[config.mk]
export PLATFORM = sky130hd
export DESIGN_NAME = muldiv_unit
export DESIGN_NICKNAME = d
export VERILOG_FILES = /design/src/rtl/muldiv_unit.sv
export SDC_FILE = /design/constraint.sdc
export NUM_CORES = 1
export LEC_CHECK = 0
export BUFFER_PORTS_ARGS = -buffer_cell sky130_fd_sc_hd__buf_2
export CAP_MARGIN = 20
export CORE_UTILIZATION = 31
export CTS_CLUSTER_DIAMETER = 40
export DETAILED_ROUTE_END_ITERATION = 10
export SYNTH_ARGS = -nofsm -noshare
export SYNTH_HDL_FRONTEND = slang
export SYNTH_SLANG_ARGS = --single-unit
[constraint.sdc]
create_clock -name clk -period 5.5 [get_ports clk]
set_input_delay 1.65 -clock clk [delete_from_list [all_inputs] [get_ports clk]]
set_output_delay 1.65 -clock clk [all_outputs]
set_load 0.01 [all_outputs]
[src/rtl/muldiv_unit.sv]
// muldiv_unit: iterative RV32M-style multiply/divide unit.
//
// One shift-add (multiply) or restoring shift-subtract (divide) step per
// cycle on operand magnitudes, followed by a single sign-fix cycle. Divide
// by zero and signed overflow bypass the datapath and complete directly.
//
// Ports:
//   clk           rising-edge clock
//   rst_n         asynchronous active-low reset
//   flush         synchronous abort of any in-flight operation
//   in_valid      request valid
//   in_ready      unit can accept a request (high only in IDLE)
//   md_op_select  funct3: MUL, MULH, MULHSU, MULHU, DIV, DIVU, REM, REMU
//   opd1          rs1 (multiplicand / dividend)
//   opd2          rs2 (multiplier / divisor)
//   out_valid     result available
//   out_ready     consumer takes the result
//   md_result     result word, defined only while out_valid is high
//   busy          high in every state except IDLE
module muldiv_unit #(
    parameter int unsigned OPERAND_LENGTH = 32,
    parameter int unsigned CNT_WIDTH      = $clog2(OPERAND_LENGTH) + 1
) (
    input  logic                      clk,
    input  logic                      rst_n,
    input  logic                      flush,
    input  logic                      in_valid,
    output logic                      in_ready,
    input  logic [2:0]                md_op_select,
    input  logic [OPERAND_LENGTH-1:0] opd1,
    input  logic [OPERAND_LENGTH-1:0] opd2,
    output logic                      out_valid,
    input  logic                      out_ready,
    output logic [OPERAND_LENGTH-1:0] md_result,
    output logic                      busy
);

    localparam int unsigned W = OPERAND_LENGTH;
    localparam logic [CNT_WIDTH-1:0] CNT_LAST = CNT_WIDTH'(OPERAND_LENGTH - 1);
    localparam logic [W-1:0]         MOST_NEG = {1'b1, {(W-1){1'b0}}};

    typedef enum logic [1:0] {IDLE, CALC, FIX, DONE} state_e;

    typedef enum logic [2:0] {
        OP_MUL    = 3'b000,
        OP_MULH   = 3'b001,
        OP_MULHSU = 3'b010,
        OP_MULHU  = 3'b011,
        OP_DIV    = 3'b100,
        OP_DIVU   = 3'b101,
        OP_REM    = 3'b110,
        OP_REMU   = 3'b111
    } op_e;

    state_e               state_q;
    op_e                  op_q;
    logic [CNT_WIDTH-1:0] cnt_q;
    logic [W-1:0]         b_q;        // multiplicand (mul) or divisor (div) magnitude
    logic [2*W-1:0]       acc_q;      // {hi, lo}: product, or {remainder, quotient}
    logic                 neg_res_q;  // negate product / quotient
    logic                 neg_rem_q;  // negate remainder (dividend was negative)
    logic                 in_ready_q;
    logic                 out_valid_q;
    logic                 busy_q;
    logic [W-1:0]         md_result_q;

    // ---------------- request decode ----------------
    op_e          op_in;
    logic         sgn1, sgn2;
    logic [W-1:0] mag1, mag2;
    logic         div_zero, div_ovf;
    logic [W-1:0] special_d;

    always_comb begin
        op_in     = op_e'(md_op_select);
        sgn1      = opd1[W-1] & (op_in inside {OP_MULH, OP_MULHSU, OP_DIV, OP_REM});
        sgn2      = opd2[W-1] & (op_in inside {OP_MULH, OP_DIV, OP_REM});
        mag1      = sgn1 ? -opd1 : opd1;
        mag2      = sgn2 ? -opd2 : opd2;
        div_zero  = md_op_select[2] && (opd2 == '0);
        div_ovf   = (op_in inside {OP_DIV, OP_REM}) && (opd1 == MOST_NEG) && (opd2 == '1);
        special_d = '0;
        if (div_zero)
            special_d = (op_in inside {OP_REM, OP_REMU}) ? opd1 : '1;
        else if (div_ovf)
            special_d = (op_in == OP_REM) ? '0 : opd1;
    end

    // ---------------- iteration step ----------------
    logic [W:0]     mul_sum;
    logic [W:0]     div_shift;
    logic [W-1:0]   div_diff;
    logic           div_ge;
    logic [2*W-1:0] acc_d;

    always_comb begin
        // multiply: conditionally add multiplicand into the high half, shift right
        mul_sum   = {1'b0, acc_q[2*W-1:W]} + (acc_q[0] ? {1'b0, b_q} : '0);
        // divide: shift next dividend bit into the partial remainder, trial subtract
        div_shift = {acc_q[2*W-1:W], acc_q[W-1]};
        div_ge    = div_shift >= {1'b0, b_q};
        div_diff  = div_shift[W-1:0] - b_q;
        if (op_q[2])
            acc_d = {(div_ge ? div_diff : div_shift[W-1:0]), acc_q[W-2:0], div_ge};
        else
            acc_d = {mul_sum, acc_q[W-1:1]};
    end

    // ---------------- sign fix and word select ----------------
    logic [2*W-1:0] prod_s;
    logic [W-1:0]   quo_s, rem_s, result_d;

    always_comb begin
        prod_s = neg_res_q ? -acc_q : acc_q;
        quo_s  = neg_res_q ? -acc_q[W-1:0] : acc_q[W-1:0];
        rem_s  = neg_rem_q ? -acc_q[2*W-1:W] : acc_q[2*W-1:W];
        case (op_q)
            OP_MUL:                       result_d = prod_s[W-1:0];
            OP_MULH, OP_MULHSU, OP_MULHU: result_d = prod_s[2*W-1:W];
            OP_DIV, OP_DIVU:              result_d = quo_s;
            default:                      result_d = rem_s;
        endcase
    end

    // ---------------- control FSM ----------------
    always_ff @(posedge clk or negedge rst_n) begin
        if (!rst_n) begin
            state_q     <= IDLE;
            op_q        <= OP_MUL;
            cnt_q       <= '0;
            b_q         <= '0;
            acc_q       <= '0;
            neg_res_q   <= 1'b0;
            neg_rem_q   <= 1'b0;
            in_ready_q  <= 1'b1;
            out_valid_q <= 1'b0;
            busy_q      <= 1'b0;
            md_result_q <= '0;
        end else if (flush) begin
            state_q     <= IDLE;
            cnt_q       <= '0;
            in_ready_q  <= 1'b1;
            out_valid_q <= 1'b0;
            busy_q      <= 1'b0;
        end else begin
            case (state_q)
                IDLE: begin
                    if (in_valid && in_ready_q) begin
                        op_q       <= op_in;
                        neg_res_q  <= sgn1 ^ sgn2;
                        neg_rem_q  <= sgn1;
                        cnt_q      <= '0;
                        in_ready_q <= 1'b0;
                        busy_q     <= 1'b1;
                        if (md_op_select[2]) begin
                            acc_q <= {{W{1'b0}}, mag1};
                            b_q   <= mag2;
                        end else begin
                            acc_q <= {{W{1'b0}}, mag2};
                            b_q   <= mag1;
                        end
                        if (div_zero || div_ovf) begin
                            md_result_q <= special_d;
                            state_q     <= DONE;
                        end else begin
                            state_q     <= CALC;
                        end
                    end
                end
                CALC: begin
                    acc_q <= acc_d;
                    if (cnt_q == CNT_LAST) begin
                        cnt_q   <= '0;
                        state_q <= FIX;
                    end else begin
                        cnt_q   <= cnt_q + CNT_WIDTH'(1);
                    end
                end
                FIX: begin
                    md_result_q <= result_d;
                    state_q     <= DONE;
                end
                DONE: begin
                    // out_valid rises one cycle after DONE is entered, so a
                    // result is only offered once md_result has settled for a
                    // full cycle; the handshake is keyed on the registered flag.
                    if (out_valid_q && out_ready) begin
                        out_valid_q <= 1'b0;
                        in_ready_q  <= 1'b1;
                        busy_q      <= 1'b0;
                        state_q     <= IDLE;
                    end else begin
                        out_valid_q <= 1'b1;
                    end
                end
                default: state_q <= IDLE;
            endcase
        end
    end

    assign in_ready  = in_ready_q;
    assign out_valid = out_valid_q;
    assign md_result = md_result_q;
    assign busy      = busy_q;

endmodule

==> run summary, run 1 <==
Status - complete, no violations
Post-CTS clock slew at the launch and capture registers of the worst setup and hold paths - 0.06 ns
Share of final-layout standard cells stronger than drive strength 1 - 12.48%
Clock net sink count - 144
Async set-or-reset flop fraction in the synthesized netlist - 100.0%
Count of standard-cell rows - 81
Post-cts resize count - 0
Period utilization - 85.40%
Y dimension of the die - 225.0 um
Die outline area - 0.05062 sq mm
Antenna violations before repair - 2
Via count of the first global-routing pass - 15.08k
Floorplan core area - 0.04895 sq mm
Total gr overflow - 0
Relative slew margins - 23.67%
Largest area contributor in the synthesized netlist - sky130_fd_sc_hd__dfrtp_1
Starting utilization of the core area - 31.49%
Post-Route Utilization - 34.91%
Worst EP required - 5.87 ns
Clock root buffer master - sky130_fd_sc_hd__clkbuf_16
Routed via count - 16.22k
Cells along the critical path - buf_2, or4_4, or4_4, or4_4, nor2b_4, and2b_4, or2_1, a21oi_1, a221oi_2
Number of synthesized register bits - 144
Maximum number of pins on one net before global-route repair - 79
DR WL/cell - 22.80 um
Instance area after placement - 0.01653 sq mm
Most repeated cell in the gate-level netlist after synthesis - sky130_fd_sc_hd__nand2_1
Nature of the critical path endpoint - flop
Proportion of synthesized chip area in sequential cells - 23.39%
Final Power - 10150 uW
Synth Cell Area - 0.01541 sq mm
Number of buffers added to fix hold violations after cts - 0
Largest fanout of any net on the critical path - 18
Fmax - 212.9 MHz
Fin worst setup slack - 0.8032 ns
Average size of a mapped cell - 7.504 sq um
Final critical path time including I/O delays and setup - 4.697 ns
Tightest Pin Transition - 1.142 ns
Peak ir drop on the vdd network - 0.2874 mV
Wire length of the first global-routing pass - 94.55 mm
Cell family contributing the most delay on the critical path - simple AND/OR/NAND/NOR gates
Most frequent cells after synthesis - 200 x sky130_fd_sc_hd__nand2_1, 199 x sky130_fd_sc_hd__o21ai_0, 198 x sky130_fd_sc_hd__nor2_1, 195 x sky130_fd_sc_hd__a21oi_1, 143 x sky130_fd_sc_hd__dfrtp_1
Number of post-CTS setup repair buffers - 0
Max-cap violations - 0
Setup clock skew after layout - 0.01230 ns
Ranking of synthesized cells by area - sky130_fd_sc_hd__dfrtp_1 23%, sky130_fd_sc_hd__o21ai_0 6.5%, sky130_fd_sc_hd__a21oi_1 6.3%
Top-level port count - 107
Routability Congestion - 0.9715
Final hold violation count - 0
Type of the tightest min-delay check - reg -> reg
Worst setup slack after placement - 0.3553 ns
Post-synth cell types - 82
Top-area cell type share of the netlist area - 23.22%
Number of design rule violations left after detail routing - 0
EDFF count, synth - 0
Area occupied by registers - 0.003606 sq mm
Master of the slowest instance on the critical path - sky130_fd_sc_hd__or2_1
Slowest cell delay on critical path - 0.60 ns
Detailed-route vias per instance - 5.884
Most Frequent Cell on Critical Path - sky130_fd_sc_hd__or4_4
Number of search-and-repair iterations in the first detailed-routing pass - 6
LEAKAGE - 0.007142 uW
DRC violation total after the first TritonRoute iteration - 1590
Instance count of the mapped netlist - 2054
Critical path launch point type - primary input
Cell Pwr Density - 593.8 mW/mm^2
Area growth from synthesis to layout - 10.87%
Insertion delay of the later-clocked pin in the worst-skew pair - 0.46 ns
Arrival time at the worst endpoint - 5.06 ns
Post-detailed-route count of antenna-violating nets - 0
Clock buffers created by TritonCTS - 17
Number of buffers added on ports - 106
Area of the multi-input gates - 0.01103 sq mm
Post-layout nets - 2227
Clock tree from TritonCTS - done
Yosys warnings - 0
Final standard cell area without fillers - 0.01709 sq mm
Post-synth net total - 2202
HPWL after DPL - 49.00 mm
Setup repair after global routing missed its margin - no
Total buffers and inverters traversed by the critical path - 1
Depth of the CTS H-tree - 4
Top flip-flop cell by instance count after synthesis - sky130_fd_sc_hd__dfrtp_1
Category of the most critical setup path - in -> reg
Max-slew violation total from the final report - 0
Routed wire length - 62.87 mm
TNS Setup - 0 ns
Clock Tree Buf Depth - 2
Endpoints failing setup - 0
Die Wd - 225.0 um
Overall track demand over capacity in global routing - 24.61%
Filler cell count - 5166
-- kinds of logic after synthesis --
family,count (synthesis),synth area share [%]
and+or+nand+nor,679,21.37
buffers and inverters,205,5.130
adders and majority gates,76,6.267
DFF,144,23.39
muxes,68,4.757
AOI/OAI and AO/OA,703,28.92
xor gates and xnor gates,179,10.17
-- flip-flops by register name, indices dropped and copies added (netlist names) --
register   count
neg_res_q      1
cnt_q          6
acc_q         64
md_result     32
busy           1
op_q           3
neg_rem_q      1
out_valid      1
b_q           32
in_ready       1
state_q        2
-- cell usage in the layout (no fill, tap or decap), types with 10 or more instances in the layout --
cell / synthesis / layout
sky130_fd_sc_hd__nand2_1: 200 / 200
sky130_fd_sc_hd__o21ai_0: 199 / 199
sky130_fd_sc_hd__nor2_1: 198 / 195
sky130_fd_sc_hd__a21oi_1: 195 / 195
sky130_fd_sc_hd__dfrtp_1: 143 / 142
sky130_fd_sc_hd__buf_2: 5 / 104
sky130_fd_sc_hd__xor2_1: 91 / 91
sky130_fd_sc_hd__xnor2_1: 88 / 88
sky130_fd_sc_hd__ha_1: 74 / 73
sky130_fd_sc_hd__inv_1: 68 / 68
sky130_fd_sc_hd__a211oi_1: 50 / 50
sky130_fd_sc_hd__mux2_2: 42 / 42
sky130_fd_sc_hd__nor3_1: 41 / 41
sky130_fd_sc_hd__nand3_1: 39 / 39
sky130_fd_sc_hd__buf_4: 2 / 37
sky130_fd_sc_hd__or3_1: 34 / 34
sky130_fd_sc_hd__nand4_1: 31 / 31
sky130_fd_sc_hd__o31ai_1: 31 / 31
sky130_fd_sc_hd__a21o_1: 30 / 30
sky130_fd_sc_hd__mux2i_1: 26 / 26
sky130_fd_sc_hd__nand2b_1: 21 / 21
sky130_fd_sc_hd__o221ai_1: 19 / 19
sky130_fd_sc_hd__nor4_1: 17 / 17
sky130_fd_sc_hd__clkbuf_16: 0 / 17
sky130_fd_sc_hd__nor2b_1: 16 / 16
sky130_fd_sc_hd__o21a_1: 16 / 16
sky130_fd_sc_hd__o211ai_1: 16 / 16
sky130_fd_sc_hd__a31oi_1: 14 / 14
sky130_fd_sc_hd__o22ai_1: 13 / 13
sky130_fd_sc_hd__o21bai_1: 12 / 12
sky130_fd_sc_hd__a22oi_1: 12 / 12
sky130_fd_sc_hd__and3_1: 11 / 11
sky130_fd_sc_hd__or4_1: 11 / 11
sky130_fd_sc_hd__and2_1: 10 / 10
sky130_fd_sc_hd__o41ai_1: 10 / 10
-- where the power goes --
| group | switching, uW | internal, uW |
|---|---|---|
| registers | 664 | 1430 |
| logic | 4320 | 2570 |
| clock network | 513 | 644 |
-- per-layer routing --
| metal | part of all wire [%] | vias to the layer above | GRT usage (%) | wire (um) |
|---|---|---|---|---|
| met3 | 8.5 | 105 | 4.863 | 5334 |
| met4 | 3.5 | 2 | 9.743 | 2200 |
| met2 | 43 | 756 | 36.97 | 27130 |
| met5 | 0.013 | - | 0 | 8 |
| met1 | 45 | 7819 | 34.32 | 28200 |
| li1 | - | 7539 | - | - |
-- path summary, 6_finish.rpt --
check                                            end  cells after the start  slack, ns                startpoint
min in group asynchronous        b_q[27]$_DFFE_PN0P_                      1       1.24                     rst_n
hold reg to reg             md_result[8]$_DFFE_PN0P_                      2       0.48  md_result[8]$_DFFE_PN0P_
hold / removal              md_result[8]$_DFFE_PN0P_                      2       0.48  md_result[8]$_DFFE_PN0P_
max in group asynchronous  md_result[15]$_DFFE_PN0P_                      2       3.18                     rst_n
setup / recovery            md_result[1]$_DFFE_PN0P_                      9       0.80                  opd2[21]
setup reg to reg               acc_q[62]$_DFFE_PN0P_                     13       1.50      acc_q[0]$_DFFE_PN0P_
-- tightest hold or removal path, delay by kind of cell (launching register included) --
| kind | cells | cell delay, ns |
|---|---|---|
| AND/OR/NAND/NOR | 1 | 0.05 |
| flip-flops | 1 | 0.34 |
| AO/OA/AOI/OAI | 1 | 0.06 |
-- stage by stage --
step,std cells,hold WS [ns]
global route,2756,0.5078
finish,2757,0.4776
global placement,2724,0.4638
CTS,2756,0.4843
floorplan,2054,0.4498
detailed placement,2724,0.4699
-- layout make-up --
class	instances	area share, %
diodes	1	0.01464
well taps	664	4.862
clock inverters	9	0.4979
clock buffers	23	2.738
inverters	69	1.516
multi-input cells	1705	64.53
flip-flops and latches	144	21.10
repair buffers	142	4.737
Power figures use the tool's default switching activity.
==> run 2, diff against run 1 <==
--- a/config.mk
+++ b/config.mk
@@ -5,7 +5,7 @@
 export SDC_FILE = /design/constraint.sdc
 export NUM_CORES = 1
 export LEC_CHECK = 0
-export BUFFER_PORTS_ARGS = -buffer_cell sky130_fd_sc_hd__buf_2
+export BUFFER_PORTS_ARGS = -buffer_cell sky130_fd_sc_hd__buf_4
 export CAP_MARGIN = 20
 export CORE_UTILIZATION = 31
 export CTS_CLUSTER_DIAMETER = 40
==> run 2 against run 1 <==
  * Sequential share of layout area fell by 0.37 points
  * Combinational power barely moved
  * Global-route usage about the same
  * Critical path type unchanged
  * Die area stayed put
  * Critical path depth rose by 2
  * Via count increased by 0.49%
  * Hold slack improved by 0.0036 ns
  * Largest cell class unchanged
==> run summary, run 2 (same netlist as run 1, synthesis figures left out) <==
Endpoints failing setup - 0 (unchanged)
Number of post-CTS setup repair buffers - 0 (unchanged)
Peak ir drop on the vdd network - 0.2869 mV (-0.19%)
Commonest cells after routing, fill and taps aside - 200 x sky130_fd_sc_hd__nand2_1, 199 x sky130_fd_sc_hd__o21ai_0, 195 x sky130_fd_sc_hd__nor2_1, 195 x sky130_fd_sc_hd__a21oi_1, 142 x sky130_fd_sc_hd__dfrtp_1
Arrival time at the worst endpoint - 4.81 ns (-0.25 ns)
Number of stages on the worst hold path - 2 (unchanged)
Top-level port count - 107 (unchanged)
Die Wd - 225.0 um (unchanged)
Type of the tightest min-delay check - reg -> reg
Floorplan core area - 0.04895 sq mm (unchanged)
Number of design rule violations left after detail routing - 0 (unchanged)
Status - complete, no violations
Clock buffers created by TritonCTS - 17 (unchanged)
Final standard cell area without fillers - 0.01739 sq mm (+1.8%)
Post-detailed-route count of antenna-violating nets - 0 (unchanged)
Max-cap violations - 0 (unchanged)
Relative slew margins - 27.90% (+4.2 points)
Post-layout nets - 2227 (unchanged)
DRC violation total after the first TritonRoute iteration - 1836 (+15%)
# diodes - 0 (-1)
Master of the slowest instance on the critical path - sky130_fd_sc_hd__nor4b_1
Register-to-register setup slack - 1.39 ns (-0.11 ns)
Area growth from synthesis to layout - 12.83%
Die outline area - 0.05062 sq mm (unchanged)
Clock root buffer master - sky130_fd_sc_hd__clkbuf_16
Routed wire length - 62.36 mm (-0.81%)
Fmax - 223.3 MHz (+4.9%)
Starting utilization of the core area - 31.49% (unchanged)
Antenna violations before repair - 1 (-1)
Clock tree from TritonCTS - done
Wire length of the first global-routing pass - 94.71 mm (+0.17%)
Setup clock skew after layout - 0.01159 ns (-0.0007095 ns)
Register with the most flip-flops - acc_q
Routability Congestion - 0.9982 (+2.7%)
Cells along the critical path - buf_4, or3_1, or3_1, nor4b_1, nand2_1, o21ai_2, nand4_1, a21oi_2, buf_4, and2_1, a221oi_1
Fin worst setup slack - 1.022 ns (+0.2188 ns)
Final hold violation count - 0 (unchanged)
Detailed-route vias per instance - 5.915 (+0.53%)
Number of cell instances on the worst register-to-register path - 13 (unchanged)
Slowest cell delay on critical path - 0.48 ns (-0.12 ns)
Sink of the worst hold path - md_result[28]$_DFFE_PN0P_
Depth of the CTS H-tree - 4 (unchanged)
Tightest Pin Transition - 1.079 ns (-0.06335 ns)
Maximum number of pins on one net before global-route repair - 90 (+14%)
Insertion delay of the later-clocked pin in the worst-skew pair - 0.48 ns (+0.02 ns)
Period utilization - 81.42% (-4.0 points)
Category of the most critical setup path - in -> reg
HPWL after DPL - 48.29 mm (-1.5%)
Largest register FFs - 64 (unchanged)
Instance area after placement - 0.01679 sq mm (+1.6%)
Nature of the critical path endpoint - flop
Max-slew violation total from the final report - 0 (unchanged)
Post-cts resize count - 0 (unchanged)
Clock net sink count - 144 (unchanged)
Final Power - 10240 uW (+0.95%)
Worst EP required - 5.83 ns (-0.04 ns)
LEAKAGE - 0.007233 uW (+1.3%)
Number of search-and-repair iterations in the first detailed-routing pass - 6 (unchanged)
Number of buffers added on ports - 106 (unchanged)
DR WL/cell - 22.63 um (-0.77%)
Via count of the first global-routing pass - 15.18k (+0.72%)
Critical path launch point type - primary input
Share of final-layout standard cells stronger than drive strength 1 - 12.67% (+0.19 points)
Routed via count - 16.30k (+0.49%)
Largest fanout of any net on the critical path - 15 (-3)
Y dimension of the die - 225.0 um (unchanged)
Clock Tree Buf Depth - 2 (unchanged)
Overall track demand over capacity in global routing - 24.64% (+0.032 points)
Filler cell count - 5090 (-1.5%)
Count of standard-cell rows - 81 (unchanged)
Post-CTS clock slew at the launch and capture registers of the worst setup and hold paths - 0.07 ns (about the same)
Crit Reg-Reg Startpoint - acc_q[0]$_DFFE_PN0P_
Most frequent standard cell in the layout excluding fill and tap cells - sky130_fd_sc_hd__nand2_1
Cell Pwr Density - 589.1 mW/mm^2 (-0.81%)
TNS Setup - 0 ns (unchanged)
Min-delay src - md_result[28]$_DFFE_PN0P_
Capture instance of the worst register-to-register path - acc_q[60]$_DFFE_PN0P_
Final critical path time including I/O delays and setup - 4.478 ns (-0.2188 ns)
Number of buffers added to fix hold violations after cts - 0 (unchanged)
Total gr overflow - 0 (unchanged)
Setup repair after global routing missed its margin - no
Worst setup slack after placement - 0.5845 ns (+0.2291 ns)
run 2: cell count changes in the layout (fill, tap and decap cells not counted):
cell / previous run / this run
sky130_fd_sc_hd__buf_2: 104 / 0
sky130_fd_sc_hd__buf_4: 37 / 141
sky130_fd_sc_hd__inv_6: 0 / 6
sky130_fd_sc_hd__clkbuf_1: 4 / 0
sky130_fd_sc_hd__clkbuf_8: 2 / 0
sky130_fd_sc_hd__clkinv_2: 3 / 1
sky130_fd_sc_hd__inv_8: 0 / 2
sky130_fd_sc_hd__bufinv_16: 1 / 2
sky130_fd_sc_hd__clkinvlp_4: 3 / 2
sky130_fd_sc_hd__diode_2: 1 / 0
run 2: layout make-up:
cell class | instances | area (sq um) | share of cell area [%]
Clock buffer | 17 | 425.4 | 2.446
Clock inverter | 15 | 172.7 | 0.9928
Inverter | 69 | 259.0 | 1.489
Multi-Input combinational cell | 1705 | 11030 | 63.41
Sequential cell | 144 | 3606 | 20.73
Tap cell | 664 | 830.8 | 4.777
Timing Repair Buffer | 142 | 1070 | 6.151
run 2: worst max path at each step:
| stage | from | depth (start not counted) | slack (ns) | endpoint |
|---|---|---|---|---|
| floorplan | opd1[19] | 8 | 1.38 | md_result[1]$_DFFE_PN0P_ |
| global placement | opd2[27] | 11 | 0.60 | md_result[2]$_DFFE_PN0P_ |
| detailed placement | opd2[27] | 11 | 0.58 | md_result[2]$_DFFE_PN0P_ |
| CTS | opd2[27] | 11 | 1.07 | md_result[2]$_DFFE_PN0P_ |
| global route | opd2[27] | 11 | 0.82 | md_result[2]$_DFFE_PN0P_ |
| finish | opd2[27] | 11 | 1.02 | md_result[2]$_DFFE_PN0P_ |
run 2: per-stage QoR:
stage	hold slack, ns	utilization [%]	instances
CTS	0.4858	35.53	2756
finish	0.4811	35.53	2756
global placement	0.4678	34.31	2724
global route	0.5042	35.53	2756
detailed placement	0.4704	34.31	2724
floorplan	0.4498	-	2054
run 2: routing by layer:
metal / vias up / GRT usage (%) / wire length [um]
met5: - / 0 / 0
met4: 0 / 9.348 / 2244
met3: 96 / 3.911 / 4853
met2: 763 / 38.21 / 27900
met1: 7874 / 34.14 / 27370
li1: 7568 / - / -
run 2: worst max-delay path, delay by kind of cell:
kind            cells  cell delay, ns
compound gates      3            0.59
buf+inv             2            0.36
simple gates        6            2.21
run 2: where the power goes:
part | leakage, uW | switching [uW] | internal [uW] | total (uW)
combinational | 0.00507 | 4280 | 2620 | 6900
clock | 0.000289 | 558 | 682 | 1240
sequential | 0.00187 | 680 | 1430 | 2110
